===== src/rtl/mem_req_queue.sv =====
// In-order line request FIFO feeding a single-outstanding backing-memory
// sequencer; reads return through a held response/ack handshake.
module mem_req_queue #(
  parameter int PA_WIDTH   = 32,
  parameter int LINE_WIDTH = 128,
  parameter int ID_WIDTH   = 4,
  parameter int DEPTH      = 4
) (
  input  logic                  clk,
  input  logic                  rst,
  input  logic                  i_req_enable,
  input  logic [PA_WIDTH-1:0]   i_req_addr,
  input  logic [LINE_WIDTH-1:0] i_req_data,
  input  logic                  i_req_type,
  output logic [ID_WIDTH-1:0]   o_req_id,
  output logic                  o_req_full,
  output logic                  o_resp_enable,
  output logic [LINE_WIDTH-1:0] o_resp_data,
  output logic [ID_WIDTH-1:0]   o_resp_id,
  input  logic                  i_resp_ack,
  output logic                  o_bk_enable,
  output logic                  o_bk_we,
  output logic [PA_WIDTH-1:0]   o_bk_addr,
  output logic [LINE_WIDTH-1:0] o_bk_wdata,
  input  logic                  i_bk_ready,
  input  logic                  i_bk_valid,
  input  logic [LINE_WIDTH-1:0] i_bk_rdata,
  output logic                  o_overflow
);
  localparam int PW = $clog2(DEPTH);
  localparam logic [PW:0] FULL_CNT = (PW+1)'(DEPTH);

  localparam logic [1:0] S_IDLE    = 2'd0;
  localparam logic [1:0] S_ISSUE   = 2'd1;
  localparam logic [1:0] S_WAIT_RD = 2'd2;
  localparam logic [1:0] S_RESPOND = 2'd3;

  typedef struct packed {
    logic [PA_WIDTH-1:0]   addr;
    logic [LINE_WIDTH-1:0] data;
    logic                  we;
    logic [ID_WIDTH-1:0]   id;
  } req_t;

  req_t fifo_mem [DEPTH];
  req_t head, new_req;

  logic [1:0]            state_q, state_d;
  logic [PW:0]           count_q, count_d;
  logic [PW-1:0]         wr_ptr_q, wr_ptr_d, rd_ptr_q, rd_ptr_d;
  logic [ID_WIDTH-1:0]   req_id_q, req_id_d, resp_id_q, resp_id_d;
  logic                  overflow_q, overflow_d;
  logic                  resp_en_q, resp_en_d;
  logic                  bk_en_q, bk_en_d, bk_we_q, bk_we_d;
  logic [PA_WIDTH-1:0]   bk_addr_q, bk_addr_d;
  logic [LINE_WIDTH-1:0] bk_wdata_q, bk_wdata_d, resp_data_q, resp_data_d;
  logic                  full, push, pop;

  // Full is judged on the registered count, so a same-cycle pop never frees a slot.
  assign full    = (count_q == FULL_CNT);
  assign push    = i_req_enable && !full;
  assign head    = fifo_mem[rd_ptr_q];
  assign new_req = '{addr: i_req_addr, data: i_req_data, we: i_req_type, id: req_id_q};

  always_comb begin
    state_d     = state_q;
    pop         = 1'b0;
    bk_en_d     = bk_en_q;
    bk_we_d     = bk_we_q;
    bk_addr_d   = bk_addr_q;
    bk_wdata_d  = bk_wdata_q;
    resp_en_d   = resp_en_q;
    resp_id_d   = resp_id_q;
    resp_data_d = resp_data_q;
    case (state_q)
      S_IDLE: if (count_q != '0) begin
        bk_en_d    = 1'b1;
        bk_we_d    = head.we;
        bk_addr_d  = head.addr;
        bk_wdata_d = head.data;
        state_d    = S_ISSUE;
      end
      S_ISSUE: if (i_bk_ready) begin
        bk_en_d = 1'b0;
        // Writes retire on command accept; reads keep the head until data returns.
        if (bk_we_q) begin
          pop     = 1'b1;
          state_d = S_IDLE;
        end else begin
          state_d = S_WAIT_RD;
        end
      end
      S_WAIT_RD: if (i_bk_valid) begin
        resp_data_d = i_bk_rdata;
        resp_id_d   = head.id;
        resp_en_d   = 1'b1;
        pop         = 1'b1;
        state_d     = S_RESPOND;
      end
      default: if (i_resp_ack) begin
        resp_en_d = 1'b0;
        state_d   = S_IDLE;
      end
    endcase
    count_d    = count_q + (PW+1)'(push) - (PW+1)'(pop);
    wr_ptr_d   = wr_ptr_q + PW'(push);
    rd_ptr_d   = rd_ptr_q + PW'(pop);
    req_id_d   = req_id_q + ID_WIDTH'(push);
    overflow_d = overflow_q | (i_req_enable & full);
  end

  always_ff @(posedge clk) begin
    if (push) fifo_mem[wr_ptr_q] <= new_req;
  end

  always_ff @(posedge clk) begin
    if (!rst) begin
      state_q     <= S_IDLE;
      count_q     <= '0;
      wr_ptr_q    <= '0;
      rd_ptr_q    <= '0;
      req_id_q    <= '0;
      overflow_q  <= 1'b0;
      resp_en_q   <= 1'b0;
      resp_id_q   <= '0;
      resp_data_q <= '0;
      bk_en_q     <= 1'b0;
      bk_we_q     <= 1'b0;
      bk_addr_q   <= '0;
      bk_wdata_q  <= '0;
    end else begin
      state_q     <= state_d;
      count_q     <= count_d;
      wr_ptr_q    <= wr_ptr_d;
      rd_ptr_q    <= rd_ptr_d;
      req_id_q    <= req_id_d;
      overflow_q  <= overflow_d;
      resp_en_q   <= resp_en_d;
      resp_id_q   <= resp_id_d;
      resp_data_q <= resp_data_d;
      bk_en_q     <= bk_en_d;
      bk_we_q     <= bk_we_d;
      bk_addr_q   <= bk_addr_d;
      bk_wdata_q  <= bk_wdata_d;
    end
  end

  assign o_req_id      = req_id_q;
  assign o_req_full    = full;
  assign o_overflow    = overflow_q;
  assign o_resp_enable = resp_en_q;
  assign o_resp_id     = resp_id_q;
  assign o_resp_data   = resp_data_q;
  assign o_bk_enable   = bk_en_q;
  assign o_bk_we       = bk_we_q;
  assign o_bk_addr     = bk_addr_q;
  assign o_bk_wdata    = bk_wdata_q;
endmodule


===== config.mk =====
export PLATFORM = sky130hd
export DESIGN_NAME = mem_req_queue
export DESIGN_NICKNAME = d
export VERILOG_FILES = /design/src/rtl/mem_req_queue.sv
export SDC_FILE = /design/constraint.sdc
export NUM_CORES = 1
export LEC_CHECK = 0
export ABC_AREA = 1
export BUFFER_PORTS_ARGS = -buffer_cell sky130_fd_sc_hd__buf_2
export CORE_MARGIN = 2
export CORE_UTILIZATION = 35
export DETAILED_ROUTE_END_ITERATION = 10
export REMOVE_ABC_BUFFERS = 1
export SYNTH_ARGS = -nofsm -noshare
export SYNTH_HDL_FRONTEND = slang
export SYNTH_SLANG_ARGS = --single-unit

===== constraint.sdc =====
create_clock -name clk -period 16.7 [get_ports clk]
set_input_delay 3.34 -clock clk [delete_from_list [all_inputs] [get_ports clk]]
set_output_delay 3.34 -clock clk [all_outputs]
set_load 0.1 [all_outputs]

==> out/metrics.cfg, run 1 <==
[outcome]
status=complete, no violations

[sta]
rsz0062_at_grt=no
max_freq_mhz=178
tightest_slew_ps=1110
tns_ps=0
finalHoldViolations=0
timing.final.crit_share=0.337
fin_skew_ps=17.1
max_slew_margin=0.262
finalHoldWorstSlack_ps=449
setup_viol=0
finalMaxSlewViolations=0
period_minus_slack_ps=5630

[floorplanning]
core_sq_um=100000
die_h_um=323
row_count=116
die_x_um=323
start_util=0.354
die_area_sq_um=104000
io_pins=596

[hold_path]
min_path_cells=2
hold_class=reg2reg
hold_path_end=o_bk_enable$_SDFFE_PN0P_
hold_start=o_bk_enable$_SDFFE_PN0P_

[power]
p_comb_frac=0.354
p_leak_nw=16.5
pwr_density_cell_nw_per_um2=199
p_switching_mw=3.73
clockPowerShare=0.274
p_seq_frac=0.372
swShare=0.433
internal_power_mw=4.88
max-vdd-ir-drop_mv=0.164

[cts]
htreeDepth=3
cts_setup_buffers=0
root_buffer=clkbuf_16
worst_skew_pair.late_latency_ps=670
cts_hold_buf=0
tritoncts=yes
cts_buffers=103
clock_path_buffers=3
cts.reportedPaths.clkPinSlew_ps=60
ctsResizeCount=0
clock-sinks=969

[finish]
syn2layout_area_growth_pct=21.5
n_fill_cell=9419
nNetsFinal=3981
layout-drive-gt1-share=0.213
fin_cells=5137

[worst_setup_path]
r2r_setup_slack_ps=12810
worstReg2RegStart=rd_ptr_q[0]$_SDFF_PN0_
cp-start-kind=input pin
rr_worst_depth=9
timing.rr.end=o_bk_wdata[2]$_SDFFE_PN0P_
cp-end-kind=register
cp.required_ps=17000
worstPathMaxFanout=51
critical_path_class=in2reg
arrival_ps=5930

[placed_design]
dp.cells=4928
numPortBuffers=595
gp_congestion=0.782
dpl.hpwl_um=57900

[run]
drv_cap=0

[drt]
wl_um=96000
wire_per_inst_um=18.7
ant_nets=0
drt_iter0_markers=1514
num_vias=24569
viasPerCell=4.78
drc=0
drt_pass1_iterations=5

[grt]
grt_overflow=0
grt_usage=0.177
grt_start_max_net_pins=199
grt_pass1_vias=23037
antenna_found_initial=42
grt_pass1_wl_um=141000

[synth]
syn_area_sq_um=35500
ys_top_cells_by_area=edfxtp_1, dfxtp_1, nor2_1
yosysTopAreaCellShare=0.558
ys_ff_latch=969
synth.avg_cell_area_sq_um=11.3
synth_cell_types=25
synthCells=3151
yosys_warnings=0
synth_top_area_cell=edfxtp_1
seq_area_frac_synth=0.732

metal layers:
metal	global-route usage	vias to the layer above	part of all wire
met5	0	-	0.0037
met4	0.0593	52	0.030
met3	0.0581	189	0.079
met2	0.302	681	0.49
met1	0.210	11708	0.40
li1	-	11939	-
cells by family after synthesis:
| kind of cell | share of synthesized area |
|---|---|
| and+or+nand+nor | 0.121 |
| DFF | 0.732 |
| AOI/OAI and AO/OA | 0.112 |
| buffers and inverters | 0.0301 |
| adders and majority gates | 0.00373 |
| xor gates and xnor gates | 0.000987 |
sequential cells by signal, summed over array words and instances (netlist names):
register	count
o_bk_we	1
o_bk_enable	1
wr_ptr_q	2
rd_ptr_q	2
o_req_id	4
o_bk_addr	32
o_resp_enable	1
o_bk_wdata	128
fifo_mem	660
o_resp_data	128
count_q	3
o_overflow	1
o_resp_id	4
state_q	2
Yosys cell counts, drive strengths merged:
master and instances:
a21oi 6, buf 78, clkbuf 128, dfxtp 309, edfxtp 660, fa 1, ha 9, inv 30
nand2 32, nand3 7, nand3b 1, nor2 1093, nor3 4, o211ai 4, o21ai 785, xnor2 2
xor2 2
per-stage QoR:
stage | power (mW) | setup slack, ps | instance area (sq um) | utilization
2_1_floorplan | 5.68 | 1230 | 34600 | -
3_3_place_gp | 6.30 | 10420 | 39600 | 0.394
3_5_place_dp | 6.32 | 10350 | 39600 | 0.394
4_1_cts | 8.70 | 11080 | 43100 | 0.430
5_1_grt | 8.96 | 10920 | 43100 | 0.430
6_report | 8.60 | 11070 | 43100 | 0.430
critical path: stages:
cell	delay [ps]
buf_2	90
nand2_1	190
nor3_2	820
buf_4	760
buf_4	610
power by group through the flow:
| stage | Combinational [mW] | Sequential [mW] | Clock (mW) |
|---|---|---|---|
| floorplan | 0.679 | 5.00 | 0 |
| global placement | 3.06 | 3.24 | 0 |
| detailed placement | 3.07 | 3.25 | 0 |
| CTS | 3.08 | 3.21 | 2.41 |
| global route | 3.21 | 3.24 | 2.51 |
| finish | 3.04 | 3.20 | 2.36 |
placed cells by master (no fill, tap or decap), types with 4 or more instances in the layout:
cell type / instances
buf_2: 594
inv_1: 26
nand2_1: 30
clkinv_2: 19
diode_2: 14
edfxtp_1: 660
clkbuf_16: 110
a21oi_1: 6
buf_4: 30
nor3_2: 4
o21ai_1: 193
clkbuf_1: 23
ha_1: 9
clkinv_1: 8
o21ai_0: 592
clkbuf_8: 10
nand3_1: 7
o211ai_1: 4
bufinv_16: 11
clkinvlp_4: 7
nor2_1: 1093
dfxtp_1: 308
final cells by class:
cell class	instances	area [sq um]	share of cell area
clock inverter	52	583	0.0135
tap	1357	1700	0.0394
timing repair buffer	626	3230	0.0749
inverter	30	133	0.00307
antenna	14	35.0	0.000812
multi-input combinational	1946	8490	0.197
sequential	969	26000	0.603
clock buffer	143	2970	0.0688
how the worst max path moves through the flow:
stage | from | to | slack [ps] | cells past startpoint
floorplan | i_req_enable | fifo_mem[0][0]$_DFFE_PP_ | 1230 | 2
finish | i_req_enable | fifo_mem[3][95]$_DFFE_PP_ | 11070 | 5
global route | i_req_enable | fifo_mem[3][95]$_DFFE_PP_ | 10920 | 5
global placement | i_req_enable | fifo_mem[3][106]$_DFFE_PP_ | 10420 | 5
detailed placement | i_req_enable | fifo_mem[3][106]$_DFFE_PP_ | 10350 | 5
CTS | i_req_enable | fifo_mem[3][158]$_DFFE_PP_ | 11080 | 5
Note: power is estimated with default switching activity, not from simulation.
==> inputs of run 2 (changes only) <==
clock period = 5.4 ns   (was 16.7 ns; I/O delays follow)
==> run 2 against run 1 <==
Clock-buffer cell count is 2 higher; final cell count decreased by 0.27%; critical path depth shrank 1; via count is 0.19% lower; largest power group unchanged; highest routed layer unchanged.
==> out/metrics.cfg, run 2 (synthesized netlist as in run 1, its figures left out) <==
[sta]
setup_viol=0
timing.final.crit_share=0.535
max_freq_mhz=346
tightest_slew_ps=1120
rsz0062_at_grt=no
fin_skew_ps=22.5
max_slew_margin=0.253
period_minus_slack_ps=2890
finalHoldViolations=0
finalHoldWorstSlack_ps=453
tns_ps=0
finalMaxSlewViolations=0

[cts]
worst_skew_pair.late_latency_ps=680
cts.reportedPaths.clkPinSlew_ps=60
ctsResizeCount=0
cts_hold_buf=0
clock-sinks=969
root_buffer=clkbuf_16
cts_buffers=103
clock_path_buffers=3
htreeDepth=3
cts_setup_buffers=0
tritoncts=yes

[floorplanning]
io_pins=596
die_x_um=323
core_sq_um=100000
start_util=0.354
die_area_sq_um=104000
die_h_um=323
row_count=116

[grt]
grt_pass1_vias=22894
grt_usage=0.175
grt_overflow=0
grt_start_max_net_pins=189
antenna_found_initial=31
grt_pass1_wl_um=139000

[power]
p_leak_nw=16.6
max-vdd-ir-drop_mv=0.648
pwr_density_cell_nw_per_um2=617
total_power_mw=26.7

[outcome]
status=complete, no violations

[worst_setup_path]
slowest_stage=buf_2
cp-end-kind=output pin
critical_path_class=reg2out
cp_slowest_stage_delay_ps=420
worstPathMaxFanout=3
arrival_ps=1810
path_buf_inv=2
rr_worst_depth=7
cp-start-kind=register
cp_num_cells=4
cp.required_ps=4320
cp_top_family=buffers and inverters
cp_cell_sequence=nor2_1, nand2_1, inv_1, buf_2

[finish]
n_fill_cell=9421
multiInputGateArea_sq_um=8490
layout_commonest_cell=nor2_1
layout-drive-gt1-share=0.213
nNetsFinal=3977
layout_common_cells=nor2_1, edfxtp_1, buf_2
regMostFlops=fifo_mem
ff_latch_area_sq_um=26000
fin_cells=5123
fin_util=0.432
syn2layout_area_growth_pct=21.9
largest_register_ffs=660

[placed_design]
numPortBuffers=595
dpl.hpwl_um=56000
dp.cells=4924
gp_congestion=0.796

[hold_path]
hold_class=reg2reg
min_path_cells=2

[drt]
ant_nets=0
wire_per_inst_um=18.5
drt_pass1_iterations=5
wl_um=94900
drt_iter0_markers=1522
drc=0
num_vias=24523
viasPerCell=4.79

[run]
drv_cap=0

run 2: worst reg2reg max path: stages, from the launching register on:
cell     delay (ps)
dfxtp_1         340
inv_1           140
ha_1            360
nand2_8         290
inv_4           680
buf_12          450
o21ai_0         340
nor2_1          160
run 2: area by class of cell:
class                           instances  share of cell area
Timing Repair Buffer                  622              0.0774
Clock inverter                         50              0.0150
Tap cell                             1357              0.0392
Clock buffer                          145              0.0681
Antenna cell                            4            0.000231
Inverter                               30             0.00306
Sequential cell                       969               0.601
Multi-Input combinational cell       1946               0.196
run 2: path summary, 6_finish.rpt:
| kind | endpoint | slack (ps) | start |
|---|---|---|---|
| max | o_req_full | 2510 | count_q[1]$_SDFF_PN0_ |
| min | o_bk_enable$_SDFFE_PN0P_ | 450 | o_bk_enable$_SDFFE_PN0P_ |
| max reg2reg | o_bk_wdata[39]$_SDFFE_PN0P_ | 2560 | state_q[1]$_SDFFE_PN0P_ |
| min reg2reg | o_bk_enable$_SDFFE_PN0P_ | 450 | o_bk_enable$_SDFFE_PN0P_ |
run 2: where the power goes:
group	switching [mW]	internal, mW
Sequential	0.537	9.33
Clock	2.93	4.45
Combinational	8.07	1.40
Total	11.5	15.2
run 2: per-layer routing:
| metal | global-route usage | wire [um] | up-vias |
|---|---|---|---|
| li1 | - | - | 11908 |
| met3 | 0.0581 | 7530 | 194 |
| met2 | 0.301 | 46400 | 687 |
| met5 | 0 | 321 | - |
| met1 | 0.206 | 38100 | 11684 |
| met4 | 0.0592 | 2590 | 50 |
run 2: per-stage QoR:
stage	cell area, sq um	setup WS [ps]
after global routing	43300	2320
after floorplan	34600	-7810
final	43300	2510
after global placement	39700	2530
after detailed placement	39700	2490
after CTS	43300	2440
